[config.mk]
export PLATFORM = sky130hd
export DESIGN_NAME = melody_sequencer
export DESIGN_NICKNAME = d
export VERILOG_FILES = /design/src/rtl/melody_pkg.sv /design/src/rtl/melody_rom.sv /design/src/rtl/melody_sequencer.sv
export SDC_FILE = /design/constraint.sdc
export NUM_CORES = 1
export LEC_CHECK = 0
export BUFFER_PORTS_ARGS = -buffer_cell sky130_fd_sc_hd__buf_2
export CAP_MARGIN = 20
export CORE_UTILIZATION = 35
export CTS_BUF_LIST = sky130_fd_sc_hd__clkbuf_4
export DETAILED_ROUTE_END_ITERATION = 10
export HOLD_SLACK_MARGIN = 0.06
export SLEW_MARGIN = 10
export SYNTH_ARGS = -nofsm -noshare
export SYNTH_HDL_FRONTEND = slang
export SYNTH_SLANG_ARGS = --single-unit
[constraint.sdc]
create_clock -name clk -period 8.16 [get_ports clk]
set_clock_uncertainty 0.2 [all_clocks]
set_input_delay 0.408 -clock clk [delete_from_list [all_inputs] [get_ports clk]]
set_output_delay 0.408 -clock clk [all_outputs]
set_load 0.01 [all_outputs]
[src/rtl/melody_pkg.sv]
// Shared types for the melody sequencer: song ROM entry layout, silence code and FSM states.
package melody_pkg;

  typedef struct packed {
    logic [2:0] octave;
    logic [3:0] note;
    logic [3:0] dur;
  } song_entry_t;

  localparam logic [3:0] NOTE_SILENCE = 4'hF;

  typedef enum logic [1:0] {IDLE, FETCH, PLAY, GAP} seq_state_t;

endpackage

[src/rtl/melody_rom.sv]
// Song table lookup; an entry with dur 0 terminates the song.
module melody_rom
  import melody_pkg::*;
#(
  parameter int aw       = 4,
  parameter int song_sel = 0
) (
  input  logic [aw-1:0] addr,
  output song_entry_t   entry
);

  always_comb begin
    entry = '{octave: 3'd0, note: NOTE_SILENCE, dur: 4'd0};
    if (song_sel == 0) begin
      case (int'(addr))
        0:       entry = '{octave: 3'd4, note: 4'd0, dur: 4'd2};
        1:       entry = '{octave: 3'd4, note: 4'd4, dur: 4'd1};
        2:       entry = '{octave: 3'd5, note: 4'd9, dur: 4'd3};
        default: entry = '{octave: 3'd0, note: NOTE_SILENCE, dur: 4'd0};
      endcase
    end
  end

endmodule

[src/rtl/melody_sequencer.sv]
// Steps through the song ROM driving octave/note of the tone selector, with a manual key
// override on a registered output mux.
module melody_sequencer
  import melody_pkg::*;
#(
  parameter int  clk_mhz     = 50,
  parameter int  note_width  = 4,
  parameter int  song_len    = 16,
  parameter int  tick_cycles = clk_mhz * 1000 * 125,
  parameter int  song_sel    = 0,
  localparam int AW          = (song_len > 1) ? $clog2(song_len) : 1
) (
  input  logic                  clk,
  input  logic                  reset,
  input  logic                  start,
  input  logic                  stop,
  input  logic                  loop_en,
  input  logic                  key_valid,
  input  logic [2:0]            key_octave,
  input  logic [note_width-1:0] key_note,
  output logic [2:0]            octave,
  output logic [note_width-1:0] note,
  output logic                  busy,
  output logic                  done,
  output logic [AW-1:0]         step_idx
);

  localparam int                PW        = (tick_cycles > 1) ? $clog2(tick_cycles) : 1;
  localparam logic [PW-1:0]     PRESC_MAX = PW'(tick_cycles - 1);
  localparam logic [AW:0]       STEP_END  = (AW + 1)'(song_len);
  localparam logic [note_width-1:0] SILENCE = note_width'(NOTE_SILENCE);

  seq_state_t              state_q, state_d;
  logic [AW:0]             step_q, step_d;
  logic [PW-1:0]           presc_q, presc_d;
  logic [3:0]              tick_q, tick_d;
  logic [3:0]              dur_q, dur_d;
  logic [note_width-1:0]   seq_note_q, seq_note_d;
  logic [2:0]              seq_oct_q, seq_oct_d;
  logic [note_width-1:0]   note_q, note_d;
  logic [2:0]              octave_q, octave_d;
  logic                    busy_q, busy_d;
  logic                    done_q, done_d;
  logic                    tick_wrap;
  logic [3:0]              tick_inc;
  song_entry_t             rom_entry;

  melody_rom #(
    .aw       (AW),
    .song_sel (song_sel)
  ) u_rom (
    .addr  (step_q[AW-1:0]),
    .entry (rom_entry)
  );

  assign tick_wrap = (presc_q == PRESC_MAX);
  assign tick_inc  = tick_q + 4'd1;

  always_comb begin
    state_d    = state_q;
    step_d     = step_q;
    presc_d    = presc_q;
    tick_d     = tick_q;
    dur_d      = dur_q;
    seq_note_d = seq_note_q;
    seq_oct_d  = seq_oct_q;
    done_d     = 1'b0;

    if (stop) begin
      state_d    = IDLE;
      seq_note_d = SILENCE;
      seq_oct_d  = 3'd0;
    end else begin
      case (state_q)
        IDLE: begin
          if (start) begin
            state_d = FETCH;
            step_d  = '0;
          end
        end
        FETCH: begin
          if (rom_entry.dur == 4'd0 || step_q == STEP_END) begin
            // Looping from entry 0 would spin forever on an empty song, so end it instead.
            if (loop_en && step_q != '0) begin
              step_d = '0;
            end else begin
              state_d    = IDLE;
              done_d     = 1'b1;
              seq_note_d = SILENCE;
              seq_oct_d  = 3'd0;
            end
          end else begin
            state_d    = PLAY;
            dur_d      = rom_entry.dur;
            seq_note_d = note_width'(rom_entry.note);
            seq_oct_d  = rom_entry.octave;
            presc_d    = '0;
            tick_d     = 4'd0;
          end
        end
        PLAY: begin
          presc_d = tick_wrap ? '0 : presc_q + 1'b1;
          if (tick_wrap) begin
            tick_d = tick_inc;
            if (dur_q == 4'd1) begin
              state_d = FETCH;
              step_d  = step_q + 1'b1;
            end else if (tick_inc == dur_q - 4'd1) begin
              state_d    = GAP;
              seq_note_d = SILENCE;
              seq_oct_d  = 3'd0;
            end
          end
        end
        GAP: begin
          presc_d = tick_wrap ? '0 : presc_q + 1'b1;
          if (tick_wrap) begin
            state_d = FETCH;
            step_d  = step_q + 1'b1;
          end
        end
        default: state_d = IDLE;
      endcase
    end

    busy_d   = (state_d != IDLE);
    // The mux looks at the next sequencer value so a new note shows up with the state change.
    note_d   = key_valid ? key_note : seq_note_d;
    octave_d = key_valid ? key_octave : seq_oct_d;
  end

  always_ff @(posedge clk or posedge reset) begin
    if (reset) begin
      state_q    <= IDLE;
      step_q     <= '0;
      presc_q    <= '0;
      tick_q     <= 4'd0;
      dur_q      <= 4'd0;
      seq_note_q <= SILENCE;
      seq_oct_q  <= 3'd0;
      note_q     <= SILENCE;
      octave_q   <= 3'd0;
      busy_q     <= 1'b0;
      done_q     <= 1'b0;
    end else begin
      state_q    <= state_d;
      step_q     <= step_d;
      presc_q    <= presc_d;
      tick_q     <= tick_d;
      dur_q      <= dur_d;
      seq_note_q <= seq_note_d;
      seq_oct_q  <= seq_oct_d;
      note_q     <= note_d;
      octave_q   <= octave_d;
      busy_q     <= busy_d;
      done_q     <= done_d;
    end
  end

  assign note     = note_q;
  assign octave   = octave_q;
  assign busy     = busy_q;
  assign done     = done_q;
  assign step_idx = step_q[AW-1:0];

endmodule

==> impl_metrics.toml <==
[place]
gpl.final_weighted_congestion = 0.839
pre_cts_ws_ns = 5.10
portBuffers = 25
dp_cells = 460
hpwl_after_detailed_placement_um = 4940

[hold_path]
worstHoldPathCells = 2
worst_hold_path_type = "in2reg"

[route]
drt_iter0_drc = 104
post_drt_wl_per_cell_um = 14.0
via_per_inst = 5.42
wirelength_um = 6660
drc_viols = 0
dr_total_vias = 2574
antenna_left = 0
detailed_routing_iteration_count_for_the_pre_antenna_repair_pass = 4

[cts]
clock_sinks = 52
cts_repair_resize_count = 0
cts_buffers = 5
holdBufCountCts = 6
post_cts.repair.setup_buffers = 0
clkTransAtPathRegs_ns = 0.16
clk_path_buf_depth = 2
cts-htree-levels = 2
clk-insertion-delay-late_ns = 0.37
cts_root_cell = "clkbuf_4"
tritoncts = "done"

[yosys]
synth_seq_area_share_pct = 42.6
synthDominantAreaCellType = "dfrtp_1"
asyncSetResetFlopFracSynth_pct = 100
post_synthesis_net_count = 368
yosys.area.top_type_share_pct = 35.8
synthesis.area_per_instance_sq_um = 9.00
mapped_cells = 342
synth.lib_cells_used.distinct = 59
synth_edf_count = 0
synth.ff_latch_count = 52
dominantRegCellSynth = "dfrtp_1"
syn_area_sq_um = 3080
synthesis.yosys.warnings = 0
leading_post_synthesis_cells_by_cell_area = "dfrtp_1, dfstp_2, o21ai_0"

[sta]
setup_viol = 0
final_critical_path_setup_slack_ns = 5.07
tightestPinTransition_ns = 0.895
timing.final.crit_share_pct = 37.8
period_minus_slack_ns = 3.09
grt_setup_unrepaired = "no"
max_freq_mhz = 324
final_max_slew_viol_count = 0
slew_headroom_pct = 40.3
hold_viol_final = 0
fin_setup_tns_ns = 0

[power]
p_total_mw = 0.455
power_leakage_nw = 1.51
vdd.ir_drop.worst_mv = 0.0700
power_density_nw_per_um2 = 134

[floorplan]
die_x_um = 95.8
core_area_sq_um = 8380
dieHeight_um = 95.8
dieArea_sq_um = 9180
floorplan.initialDensity_pct = 36.7
floorplan.io_pins = 26
row_cnt = 33

[layout]
number_of_fill_cells = 856
layout.cells.non_filler = 475
finalCoreUtilization_pct = 40.7
layout-area-overhead-vs-synth_pct = 10.7
nets = 395
n_antenna_cell = 0
layout_cell_share_with_drive_strength_beyond_1_pct = 15.4
final_cell_mix = "nor2_1, dfrtp_1, o21ai_0"

[critical_path]
timing.critical_path.cells = "inv_1, ha_1, nor3_1, or4b_2, nor2_1, nand3_1, or3_1, a21oi_1"
critical_path.max_stage_delay_ns = 0.68
timing.critical_path.buf_inv = 1
cpLargestDelayFamily = "simple AND/OR/NAND/NOR gates"
timing.critical_path.from_type = "flop"
crit_fanout = 12
crit_path_top_delay_cell = "or4b_2"
worstPathRequired_ns = 8.28
critical_path_cell_count = 8
timing_worst_setup_path_type = "reg2reg"
timing.critical_path.arrival_ns = 3.20
depth_of_the_most_critical_reg_to_reg_path = 8
timing.critical_path.to_type = "flop"

[global_route]
grt_pass1_wl_um = 11100
grt_start_max_net_pins = 53
vias_in_the_first_global_route = 2469
gr-usage-all-layers_pct = 15.6
overflow = 0
number_of_antenna_violations_at_the_first_check_in_global_routing = 0

[run_status]
status = "complete, no violations"

[run]
max-cap-violations = 0
## report_power, final
group,internal [mW],switching [mW]
Sequential,0.269,0.00401
Clock,0.0368,0.0831
Combinational,0.0236,0.0391
Total,0.329,0.126
## Yosys cell counts (2+ instances only)
master,count
mux2_2,2
and2_1,2
and3_1,5
nand2b_1,6
a2bb2oi_1,2
or2_2,4
nand2_1,30
o21ai_0,34
inv_1,16
clkbuf_1,6
xor2_1,16
dfrtp_1,44
nand3_1,15
a41oi_1,2
dfstp_2,8
ha_1,13
a21o_1,3
a211o_1,2
nor2b_1,3
nor2_1,44
xnor2_1,3
nor3_1,8
buf_2,2
buf_4,4
and4_1,3
a31oi_1,2
or3_1,4
a21oi_1,14
a22o_1,2
nand4_1,10
o31ai_1,5
## per-layer routing
layer / track usage [%] / part of all wire (%)
met4: 4.98 / 1.4
met5: 0 / 0
met2: 26.9 / 49
met1: 19.4 / 45
met3: 3.24 / 4.4
## through the flow
stage               cell area (sq um)  hold WS [ns]
global placement                 3270         0.293
detailed placement               3280         0.300
floorplan                        3080         0.276
finish                           3410         0.101
CTS                              3400        0.0777
global route                     3410        0.0895
## kinds of logic after synthesis
logic type | Yosys count | share of synthesized area [%]
compound gates | 79 | 16.3
xor+xnor | 19 | 5.40
fa+ha+maj | 13 | 5.28
buf+inv | 29 | 4.10
flops | 52 | 42.6
mux | 2 | 0.731
simple gates | 148 | 25.6
## final cells by class
| class | instances | area, sq um | share of cell area, % |
|---|---|---|---|
| tap | 105 | 131 | 3.85 |
| clock inverter | 2 | 12.5 | 0.367 |
| inverter | 16 | 61.3 | 1.80 |
| sequential | 52 | 1310 | 38.5 |
| clock buffer | 6 | 45.0 | 1.32 |
| multi-input combinational | 261 | 1640 | 48.1 |
| timing repair buffer | 33 | 206 | 6.06 |
## final timing paths
path,start,endpoint,slack [ns]
worst max-delay path,state_q[0]$_DFF_PP0_,presc_q[12]$_DFFE_PP0P_,5.07
worst min-delay path,key_valid,note[3]$_DFF_PP1_,0.10
worst max register to register,state_q[0]$_DFF_PP0_,presc_q[12]$_DFFE_PP0P_,5.07
worst min register to register,seq_oct_q[1]$_DFF_PP0_,seq_oct_q[1]$_DFF_PP0_,0.32
max in group asynchronous,reset,step_q[1]$_DFFE_PP0P_,6.70
min in group asynchronous,reset,presc_q[18]$_DFFE_PP0P_,0.53
## worst reg2reg max path: stages, from the launching register on
cell and delay (ns):
dfrtp_1 0.47, inv_1 0.11, ha_1 0.42, nor3_1 0.20
or4b_2 0.69, nor2_1 0.29, nand3_1 0.18, or3_1 0.33
a21oi_1 0.14
## flip-flops by register name, summed over array words and instances (netlist names)
name	flops
busy	1
note	4
state_q	2
step_q	5
done	1
dur_q	2
octave	3
tick_q	4
presc_q	23
seq_oct_q	3
seq_note_q	4
No activity file was read; power rests on OpenSTA's default activity.
